[src/rtl/led_pio_pkg.sv]
// Shared definitions for the LED output PIO.
// Holds the register word addresses, the STATUS bit layout and a helper
// that packs the STATUS read word.
package led_pio_pkg;

  localparam logic [2:0] ADDR_DATA     = 3'd0;
  localparam logic [2:0] ADDR_BLINK_EN = 3'd1;
  localparam logic [2:0] ADDR_PERIOD   = 3'd2;
  localparam logic [2:0] ADDR_STATUS   = 3'd3;
  localparam logic [2:0] ADDR_OUTSET   = 3'd4;
  localparam logic [2:0] ADDR_OUTCLEAR = 3'd5;

  localparam int STAT_PHASE = 0;

  // Build the 32-bit STATUS read word from the current blink phase.
  function automatic logic [31:0] status_word(input logic phase);
    logic [31:0] w;
    w = 32'h0000_0000;
    w[STAT_PHASE] = phase;
    return w;
  endfunction

endpackage

[src/rtl/led_out_pio_if.sv]
// Avalon-MM slave bus bundle for the LED output PIO.
// Signals: address (word address), chipselect, write_n (active-low write),
// writedata (32 bit), readdata (32 bit, registered in the slave).
interface led_out_pio_if;

  logic [2:0]  address;
  logic        chipselect;
  logic        write_n;
  logic [31:0] writedata;
  logic [31:0] readdata;

  modport master (
    output address, chipselect, write_n, writedata,
    input  readdata
  );

  modport slave (
    input  address, chipselect, write_n, writedata,
    output readdata
  );

endinterface

[src/rtl/led_blink_timer.sv]
// Blink half-period timer for the LED output PIO.
// Ports:
//   clk, reset_n  - clock, asynchronous active-low reset
//   period        - half-period in clk cycles (0 freezes the timer)
//   period_wr     - PERIOD register write this cycle: restart count, keep phase
//   restart       - STATUS register write this cycle: restart count, phase to 0
//   phase         - registered blink phase
module led_blink_timer #(
  parameter int PERIOD_W = 24
) (
  input  logic                clk,
  input  logic                reset_n,
  input  logic [PERIOD_W-1:0] period,
  input  logic                period_wr,
  input  logic                restart,
  output logic                phase
);

  logic [PERIOD_W-1:0] cnt_q;
  logic [PERIOD_W-1:0] cnt_d;
  logic                phase_q;
  logic                phase_d;

  // Next count/phase; register writes take priority over a terminal count.
  always_comb begin
    cnt_d   = cnt_q;
    phase_d = phase_q;
    if (restart) begin
      cnt_d   = {PERIOD_W{1'b0}};
      phase_d = 1'b0;
    end else if (period_wr) begin
      cnt_d   = {PERIOD_W{1'b0}};
    end else if (period == {PERIOD_W{1'b0}}) begin
      cnt_d   = {PERIOD_W{1'b0}};
    end else if (cnt_q == (period - {{(PERIOD_W-1){1'b0}}, 1'b1})) begin
      // Wrap at period-1 so the counter never exceeds the register width.
      cnt_d   = {PERIOD_W{1'b0}};
      phase_d = ~phase_q;
    end else begin
      cnt_d   = cnt_q + {{(PERIOD_W-1){1'b0}}, 1'b1};
    end
  end

  // Count and phase state.
  always_ff @(posedge clk or negedge reset_n) begin
    if (!reset_n) begin
      cnt_q   <= {PERIOD_W{1'b0}};
      phase_q <= 1'b0;
    end else begin
      cnt_q   <= cnt_d;
      phase_q <= phase_d;
    end
  end

  assign phase = phase_q;

endmodule

[src/rtl/led_out_pio.sv]
// LED output PIO: Avalon-MM slave with DATA, atomic set/clear and a
// per-bit hardware blink mask.
// Ports:
//   clk, reset_n - clock, asynchronous active-low reset
//   bus          - Avalon-MM slave (address, chipselect, write_n,
//                  writedata, registered readdata with 1-cycle latency)
//   out_port     - registered LED drive, WIDTH bits
module led_out_pio
  import led_pio_pkg::*;
#(
  parameter int               WIDTH       = 6,
  parameter int               PERIOD_W    = 24,
  parameter logic [WIDTH-1:0] RESET_VALUE = {WIDTH{1'b0}}
) (
  input  logic              clk,
  input  logic              reset_n,
  led_out_pio_if.slave      bus,
  output logic [WIDTH-1:0]  out_port
);

  logic                wr_s;
  logic                period_wr_s;
  logic                restart_s;
  logic                phase_s;
  logic                unused_wdata_s;

  logic [WIDTH-1:0]    data_q;
  logic [WIDTH-1:0]    data_d;
  logic [WIDTH-1:0]    blink_en_q;
  logic [WIDTH-1:0]    blink_en_d;
  logic [PERIOD_W-1:0] period_q;
  logic [PERIOD_W-1:0] period_d;
  logic [31:0]         readdata_q;
  logic [31:0]         readdata_d;
  logic [WIDTH-1:0]    out_q;
  logic [WIDTH-1:0]    out_d;

  assign wr_s        = bus.chipselect && !bus.write_n;
  assign period_wr_s = wr_s && (bus.address == ADDR_PERIOD);
  assign restart_s   = wr_s && (bus.address == ADDR_STATUS);

  // Upper writedata bits are architecturally ignored.
  assign unused_wdata_s = ^bus.writedata;

  led_blink_timer #(
    .PERIOD_W (PERIOD_W)
  ) u_timer (
    .clk       (clk),
    .reset_n   (reset_n),
    .period    (period_q),
    .period_wr (period_wr_s),
    .restart   (restart_s),
    .phase     (phase_s)
  );

  // Register write decode, including atomic set/clear of DATA.
  always_comb begin
    data_d     = data_q;
    blink_en_d = blink_en_q;
    period_d   = period_q;
    if (wr_s) begin
      case (bus.address)
        ADDR_DATA:     data_d     = bus.writedata[WIDTH-1:0];
        ADDR_BLINK_EN: blink_en_d = bus.writedata[WIDTH-1:0];
        ADDR_PERIOD:   period_d   = bus.writedata[PERIOD_W-1:0];
        ADDR_OUTSET:   data_d     = data_q | bus.writedata[WIDTH-1:0];
        ADDR_OUTCLEAR: data_d     = data_q & ~bus.writedata[WIDTH-1:0];
        default:       data_d     = data_q;
      endcase
    end else begin
      data_d = data_q;
    end
  end

  // Read mux over the pre-write register contents, independent of chipselect.
  always_comb begin
    readdata_d = 32'h0000_0000;
    case (bus.address)
      ADDR_DATA:     readdata_d[WIDTH-1:0]    = data_q;
      ADDR_BLINK_EN: readdata_d[WIDTH-1:0]    = blink_en_q;
      ADDR_PERIOD:   readdata_d[PERIOD_W-1:0] = period_q;
      ADDR_STATUS:   readdata_d               = status_word(phase_s);
      default:       readdata_d               = 32'h0000_0000;
    endcase
  end

  // Blink-enabled bits are forced off while phase is high.
  always_comb begin
    out_d = data_q & ~(blink_en_q & {WIDTH{phase_s}});
  end

  // Register file, read data and LED output register.
  always_ff @(posedge clk or negedge reset_n) begin
    if (!reset_n) begin
      data_q     <= RESET_VALUE;
      blink_en_q <= {WIDTH{1'b0}};
      period_q   <= {PERIOD_W{1'b0}};
      readdata_q <= 32'h0000_0000;
      out_q      <= RESET_VALUE;
    end else begin
      data_q     <= data_d;
      blink_en_q <= blink_en_d;
      period_q   <= period_d;
      readdata_q <= readdata_d;
      out_q      <= out_d;
    end
  end

  assign bus.readdata = readdata_q;
  assign out_port     = out_q;

endmodule

[src/flat_wrapper.sv]
// flat-port wrapper written by rule: the top's interface ports become plain ports
module led_out_pio_flat import led_pio_pkg::*;
#(
  parameter int               WIDTH       = 6,
  parameter int               PERIOD_W    = 24,
  parameter logic [WIDTH-1:0] RESET_VALUE = {WIDTH{1'b0}}
)
  (clk, reset_n, out_port, bus_address, bus_chipselect, bus_write_n, bus_writedata, bus_readdata);
  led_out_pio_if bus_i ();
  input  logic clk;
  input  logic reset_n;
  output logic [WIDTH-1:0] out_port;
  input wire logic [$bits(bus_i.address)-1:0] bus_address;
  input wire logic [$bits(bus_i.chipselect)-1:0] bus_chipselect;
  input wire logic [$bits(bus_i.write_n)-1:0] bus_write_n;
  input wire logic [$bits(bus_i.writedata)-1:0] bus_writedata;
  output wire logic [$bits(bus_i.readdata)-1:0] bus_readdata;
  assign bus_i.address = bus_address;
  assign bus_i.chipselect = bus_chipselect;
  assign bus_i.write_n = bus_write_n;
  assign bus_i.writedata = bus_writedata;
  assign bus_readdata = bus_i.readdata;
  led_out_pio #(.WIDTH(WIDTH), .PERIOD_W(PERIOD_W), .RESET_VALUE(RESET_VALUE)) u_core (.clk(clk), .reset_n(reset_n), .bus(bus_i), .out_port(out_port));
endmodule
[config.mk]
export PLATFORM = sky130hd
export DESIGN_NAME = led_out_pio_flat
export DESIGN_NICKNAME = d
export VERILOG_FILES = /design/src/rtl/led_pio_pkg.sv /design/src/rtl/led_out_pio_if.sv /design/src/rtl/led_blink_timer.sv /design/src/rtl/led_out_pio.sv /design/src/flat_wrapper.sv
export SDC_FILE = /design/constraint.sdc
export NUM_CORES = 1
export LEC_CHECK = 0
export CAP_MARGIN = 20
export CORE_MARGIN = 2
export CORE_UTILIZATION = 58
export CTS_CLUSTER_DIAMETER = 150
export DETAILED_ROUTE_END_ITERATION = 10
export MAX_ROUTING_LAYER = met4
export PLACE_DENSITY_LB_ADDON = 0.1
export SLEW_MARGIN = 20
export SYNTH_ARGS = -nofsm -noshare
export SYNTH_HDL_FRONTEND = slang
export SYNTH_SLANG_ARGS = --single-unit
export TNS_END_PERCENT = 30
[constraint.sdc]
create_clock -name clk -period 6.9 [get_ports clk]
set_input_delay 1.38 -clock clk [delete_from_list [all_inputs] [get_ports clk]]
set_output_delay 1.38 -clock clk [all_outputs]
set_load 0.02 [all_outputs]
==> impl_metrics.toml, run 1 <==
[status]
run_status = "finished, final reports clean"

[critical_path]
cpMaxStageDelayCell = "clkdlybuf4s50_1"
cp.arrival_ns = 4.02
worst-endpoint-required_ns = 7.14
critPathLaunchType = "primary input"
crit_path_max_incr_delay_ns = 0.72
crit_fanout = 24
cp-end-kind = "flip-flop"
worstSetupPathType = "in -> reg"
crit_chain = "clkdlybuf4s50_1 -> nor2b_1 -> nor2b_2 -> nand3b_1 -> buf_4 -> mux2_2"

[clocking]
h-tree-depth = 3
cts_buffer_depth = 2
cts_made_buffers = 9
cts_hold_buf = 0
clk_pin_slew_worst_paths_ns = 0.09
cts_resized = 0
clkLatencyLatePin_ns = 0.36
post-cts-setup-buffers = 0
tritoncts = "done"
cts_sinks = 91
cts_root_buf = "clkbuf_8"

[logic_synthesis]
ys_seq_area_share_pct = 48.1
ys.flop_type = "dfrtp_1"
synth_edf_count = 0
synthCells = 445
async_reset_ff_share_pct = 100
synth_top_area_cell = "dfrtp_1"
avgSynthCellArea_sq_um = 10.6
synth.most_common_cell = "dfrtp_1"
synth_top_cells_by_count = "dfrtp_1 (91), nor2_1 (37), mux2_2 (30)"
ys_ff_latch = 91
synth_top_area_share_pct = 48.1
syn-cell-area_sq_um = 4730
yosys-top-cells-area = "dfrtp_1 (48%), mux2_2 (7.1%), xnor2_1 (4.6%)"
synth_cell_types = 62
yosys_warnings = 0

[cells_and_area]
final_util_pct = 70.6
fin_nets = 541
syn_to_final_growth_pct = 16.5
layout-drive-gt1-share_pct = 16.6
design_area_sq_um = 5510
diodes = 0

[detailed_routing]
routed-via-count = 3450
drtIter0Drc = 161
drcViolationCount = 0
via_per_inst = 5.68
post_drt_wl_per_cell_um = 15.9
wl_um = 9630
drt_pass1_iterations = 4
ant_nets = 0

[sta]
hold_viol_final = 0
fin_crit_ns = 3.77
rsz0062_at_grt = "no"
maxSlewViolCount = 0
max_freq_mhz = 265
tightest_slew_ns = 0.825
finalSetupViolCount = 0
slew-limit-headroom_pct = 44.6
fin_skew_ns = 0.0135
fin_tns_setup_ns = 0
fin_crit_sh_pct = 54.7

[die]
core_area_sq_um = 7810
start_util_pct = 60.6
num_rows = 32
die_area_sq_um = 8900
die_w_um = 94.3
io_pins = 77
dieHeight_um = 94.3

[placed_design]
port_buffers = 60
globalplace.congestion = 0.870
dp_hpwl_um = 7030
placed_cell_area_sq_um = 5320

[power]
seq_power_share_pct = 51.1
combPwrFrac_pct = 24.3
p_clk_share_pct = 24.6
p_int_uw = 931
total_leakage_power_nw = 2.35
irDropWorstVdd_v = 0.000128
power_switching_uw = 460
powerDensity_nw_per_um2 = 252
p_sw_share_pct = 33.0

[global_route]
grt_pass1_vias = 3279
antenna_found_initial = 0
grt_max_degree = 92
grt_overflow_total = 0
grt_pass1_wl_um = 16000
grtUsageTotal_pct = 24.0

[run]
cap_violations = 0

[worst_hold_path]
min-delay-path-class = "reg -> reg"
[kinds of logic (layout without fill, tap and decap cells)]
logic type	Yosys count	count (layout)	synth area share, %
muxes	38	38	9.10
buffers and inverters	33	86	4.31
other	1	8	0.0792
xor gates and xnor gates	47	47	8.70
AOI/OAI and AO/OA	56	56	8.04
and+or+nand+nor	177	177	21.1
DFF	91	91	48.1
adders and majority gates	2	2	0.529
[cells in the final DEF, fill, tap and decap left out, types with 8 or more instances in the layout]
| cell type | instances |
|---|---|
| a211oi_1 | 8 |
| a21oi_1 | 15 |
| and2_1 | 19 |
| clkbuf_8 | 11 |
| clkdlybuf4s50_1 | 59 |
| conb_1 | 8 |
| dfrtp_1 | 91 |
| inv_1 | 9 |
| mux2_2 | 30 |
| nand2_1 | 26 |
| nand3_1 | 13 |
| nor2_1 | 37 |
| nor2_2 | 20 |
| nor3_1 | 11 |
| xnor2_1 | 25 |
| xor2_1 | 22 |
[worst max-delay path: cells and delay by family]
family,cells,cell delay (ns)
buffers and inverters,2,0.99
multiplexers,1,0.31
AND/OR/NAND/NOR,3,1.33
[per-stage QoR]
stage          instances  worst slack [ns]  hold slack, ns  power (mW)
5_1_grt              607              2.88           0.533        1.47
6_report             607              3.13           0.502        1.39
3_5_place_dp         591              2.41           0.495        1.06
4_1_cts              607              2.78           0.502        1.40
2_1_floorplan        452              4.01           0.444       0.944
3_3_place_gp         591              2.52           0.477        1.04
[state kept, by name (all words and copies together) (netlist names)]
| signal | flops |
|---|---|
| u_core.out_port | 6 |
| u_core.blink_en_q | 6 |
| u_core.period_q | 24 |
| u_core.data_q | 6 |
| u_core.u_timer.cnt_q | 24 |
| u_core.u_timer.phase | 1 |
| u_core.bus.readdata | 24 |
[cell type report]
type	instances	area (sq um)
Sequential cell	91	2280
Multi-Input combinational cell	328	2280
Timing Repair Buffer	61	609
Clock buffer	11	151
Fill cell	620	2290
Clock inverter	5	35.0
Inverter	9	33.8
Tap cell	102	128
[per-layer routing]
layer | GRT usage (%) | part of all wire, % | vias to the layer above | wire length, um
met5 | - | 0 | - | 0
met4 | 8.21 | 1.6 | 0 | 154
met3 | 3.69 | 7.3 | 14 | 705
met2 | 37.3 | 47 | 117 | 4490
met1 | 32.6 | 44 | 1685 | 4280
li1 | - | - | 1634 | -
[worst paths after layout]
check | start | end | slack (ns) | depth (start not counted)
worst max-delay path | bus_address[0] | u_core.period_q[21] | 3.13 | 6
worst min-delay path | u_core.blink_en_q[0] | u_core.out_port[0] | 0.50 | 1
worst max register to register | u_core.period_q[0] | u_core.u_timer.cnt_q[4] | 3.73 | 8
worst min register to register | u_core.blink_en_q[0] | u_core.out_port[0] | 0.50 | 1
max in group asynchronous | reset_n | u_core.u_timer.cnt_q[18] | 5.28 | 1
min in group asynchronous | reset_n | u_core.bus.readdata[17] | 1.06 | 1
[power groups by stage]
stage	registers (mW)	clock network, mW	logic (mW)
after floorplan	0.690	0	0.254
after global placement	0.715	0	0.325
after detailed placement	0.721	0	0.338
after CTS	0.710	0.349	0.340
after global routing	0.726	0.371	0.375
final	0.711	0.342	0.338
Note: power is estimated with default switching activity, not from simulation.
==> inputs of run 2 (changes only) <==
--- a/config.mk
+++ b/config.mk
@@ -7,7 +7,7 @@
 export LEC_CHECK = 0
 export CAP_MARGIN = 20
 export CORE_MARGIN = 2
-export CORE_UTILIZATION = 58
+export CORE_UTILIZATION = 54
 export CTS_CLUSTER_DIAMETER = 150
 export DETAILED_ROUTE_END_ITERATION = 10
 export MAX_ROUTING_LAYER = met4
==> constraint.sdc (replaced) <==
create_clock -name clk -period 3.7 [get_ports clk]
set_input_delay 0.74 -clock clk [delete_from_list [all_inputs] [get_ports clk]]
set_output_delay 0.74 -clock clk [all_outputs]
set_load 0.02 [all_outputs]
==> run 2 against run 1 <==
Against the previous run:
- sequential power is 87% higher
- critical path depth increased by 2
- design area rose by 1.5%
- via count is 0.67% lower
- sequential share of layout area fell by 0.61 points
- count of clock-buffer cells in the layout decreased by 1
- utilization fell by 5.5 points
- first-iteration DRC count is 22% lower
- power is 92% higher
- critical endpoint is now u_core.u_timer.cnt_q[2]
- largest power group unchanged
==> impl_metrics.toml, run 2 (synthesized netlist as in run 1, its figures left out) <==
[status]
run_status = "finished, final reports clean"

[cells_and_area]
nFillCells = 693
fin_nets = 550
layout-drive-gt1-share_pct = 17.7
diodes = 0
syn_to_final_growth_pct = 18.3
mostFrequentLayoutCells = "dfrtp_1 (91), clkdlybuf4s50_1 (59), nor2_1 (37)"
final_common_cell = "dfrtp_1"
final_util_pct = 65.1

[clocking]
cts_resized = 0
post-cts-setup-buffers = 0
clkLatencyLatePin_ns = 0.36
cts_root_buf = "clkbuf_8"
tritoncts = "done"
h-tree-depth = 3
cts_sinks = 91
cts_buffer_depth = 2
cts_made_buffers = 9
clk_pin_slew_worst_paths_ns = 0.10
cts_hold_buf = 0

[placed_design]
port_buffers = 60
globalplace.congestion = 0.837
dp_hpwl_um = 6960

[sta]
max_freq_mhz = 315
slew-limit-headroom_pct = 36.7
fin_tns_setup_ns = 0
tightest_slew_ns = 0.949
fin_skew_ns = 0.0110
maxSlewViolCount = 0
finalSetupViolCount = 0
fin_crit_sh_pct = 85.7
rsz0062_at_grt = "no"
hold_viol_final = 0
fin_crit_ns = 3.17

[critical_path]
crit_end = "u_core.u_timer.cnt_q[2]"
worstSetupPathType = "reg -> reg"
rrSetupSlack_ns = 0.53
reg2reg_to = "u_core.u_timer.cnt_q[2]"
crit_chain = "nor3_2 -> and4_1 -> a21oi_1 -> nand4b_1 -> or4_1 -> and4bb_4 -> a21bo_4 -> nor2_1"
worst-endpoint-required_ns = 3.93
setup.worst_path.start = "u_core.period_q[3]"
crit_fanout = 24
timing.rr.start = "u_core.period_q[3]"
critPathLaunchType = "flip-flop"
cp.arrival_ns = 3.41
r2r_cells = 8
cp-end-kind = "flip-flop"
crit_path_max_incr_delay_ns = 0.57
cpMaxStageDelayCell = "nor3_2"

[global_route]
grt_pass1_vias = 3333
grtUsageTotal_pct = 21.8
grt_pass1_wl_um = 16300
grt_max_degree = 76
grt_overflow_total = 0
antenna_found_initial = 0

[worst_hold_path]
min-delay-path-class = "reg -> reg"

[detailed_routing]
post_drt_wl_per_cell_um = 15.8
drtIter0Drc = 126
wl_um = 9860
ant_nets = 0
drcViolationCount = 0
via_per_inst = 5.51
drt_pass1_iterations = 4
routed-via-count = 3427

[die]
die_area_sq_um = 9530
dieHeight_um = 97.6
core_area_sq_um = 8590
start_util_pct = 55.1
die_w_um = 97.6
io_pins = 77
num_rows = 34

[power]
total_leakage_power_nw = 2.40
irDropWorstVdd_v = 0.000349
powerDensity_nw_per_um2 = 477

[run]
cap_violations = 0
==> run 2: layout make-up <==
cell class / instances / area (sq um) / share of cell area [%]
clock inverter: 6 / 72.6 / 1.30
sequential: 91 / 2280 / 40.7
multi-input combinational: 328 / 2280 / 40.7
clock buffer: 10 / 128 / 2.28
inverter: 9 / 33.8 / 0.604
tap: 108 / 135 / 2.41
timing repair buffer: 70 / 673 / 12.0
==> run 2: where the power goes <==
part | switching [mW] | internal, mW | leakage [nW]
registers | 0.202 | 1.13 | 1.20
logic | 0.307 | 0.335 | 1.10
clock network | 0.376 | 0.321 | 0.0979
total | 0.885 | 1.78 | 2.40
==> run 2: routing by layer <==
layer  share of wire, %  GRT usage [%]
met5                  0              -
met3                4.5           4.60
met4               0.81           4.81
met2                 47           33.5
met1                 47           30.2
==> run 2: worst min path at each step <==
stage	startpoint	to	slack [ns]	cells after the start
floorplan	reset_n	u_core.blink_en_q[0]	0.44	0
global placement	u_core.blink_en_q[0]	u_core.out_port[0]	0.47	1
detailed placement	u_core.blink_en_q[4]	u_core.out_port[4]	0.48	1
CTS	u_core.blink_en_q[4]	u_core.out_port[4]	0.50	1
global route	u_core.blink_en_q[3]	u_core.out_port[3]	0.52	1
finish	u_core.blink_en_q[4]	u_core.out_port[4]	0.48	1
==> run 2: through the flow <==
| stage | std cells | cell area [sq um] | hold WS, ns | worst slack, ns | power, mW |
|---|---|---|---|---|---|
| 2_1_floorplan | 452 | 4760 | 0.444 | 0.939 | 1.76 |
| 3_3_place_gp | 606 | 5400 | 0.466 | 0.622 | 1.96 |
| 3_5_place_dp | 606 | 5400 | 0.480 | 0.572 | 1.99 |
| 4_1_cts | 622 | 5600 | 0.496 | 0.520 | 2.69 |
| 5_1_grt | 622 | 5600 | 0.517 | 0.333 | 2.81 |
| 6_report | 622 | 5600 | 0.483 | 0.529 | 2.67 |
==> run 2: worst max-delay path, delay by kind of cell (launching register included) <==
kind | cells | cell delay [ns]
AO/OA/AOI/OAI | 2 | 0.46
AND/OR/NAND/NOR | 6 | 2.08
flip-flops | 1 | 0.49
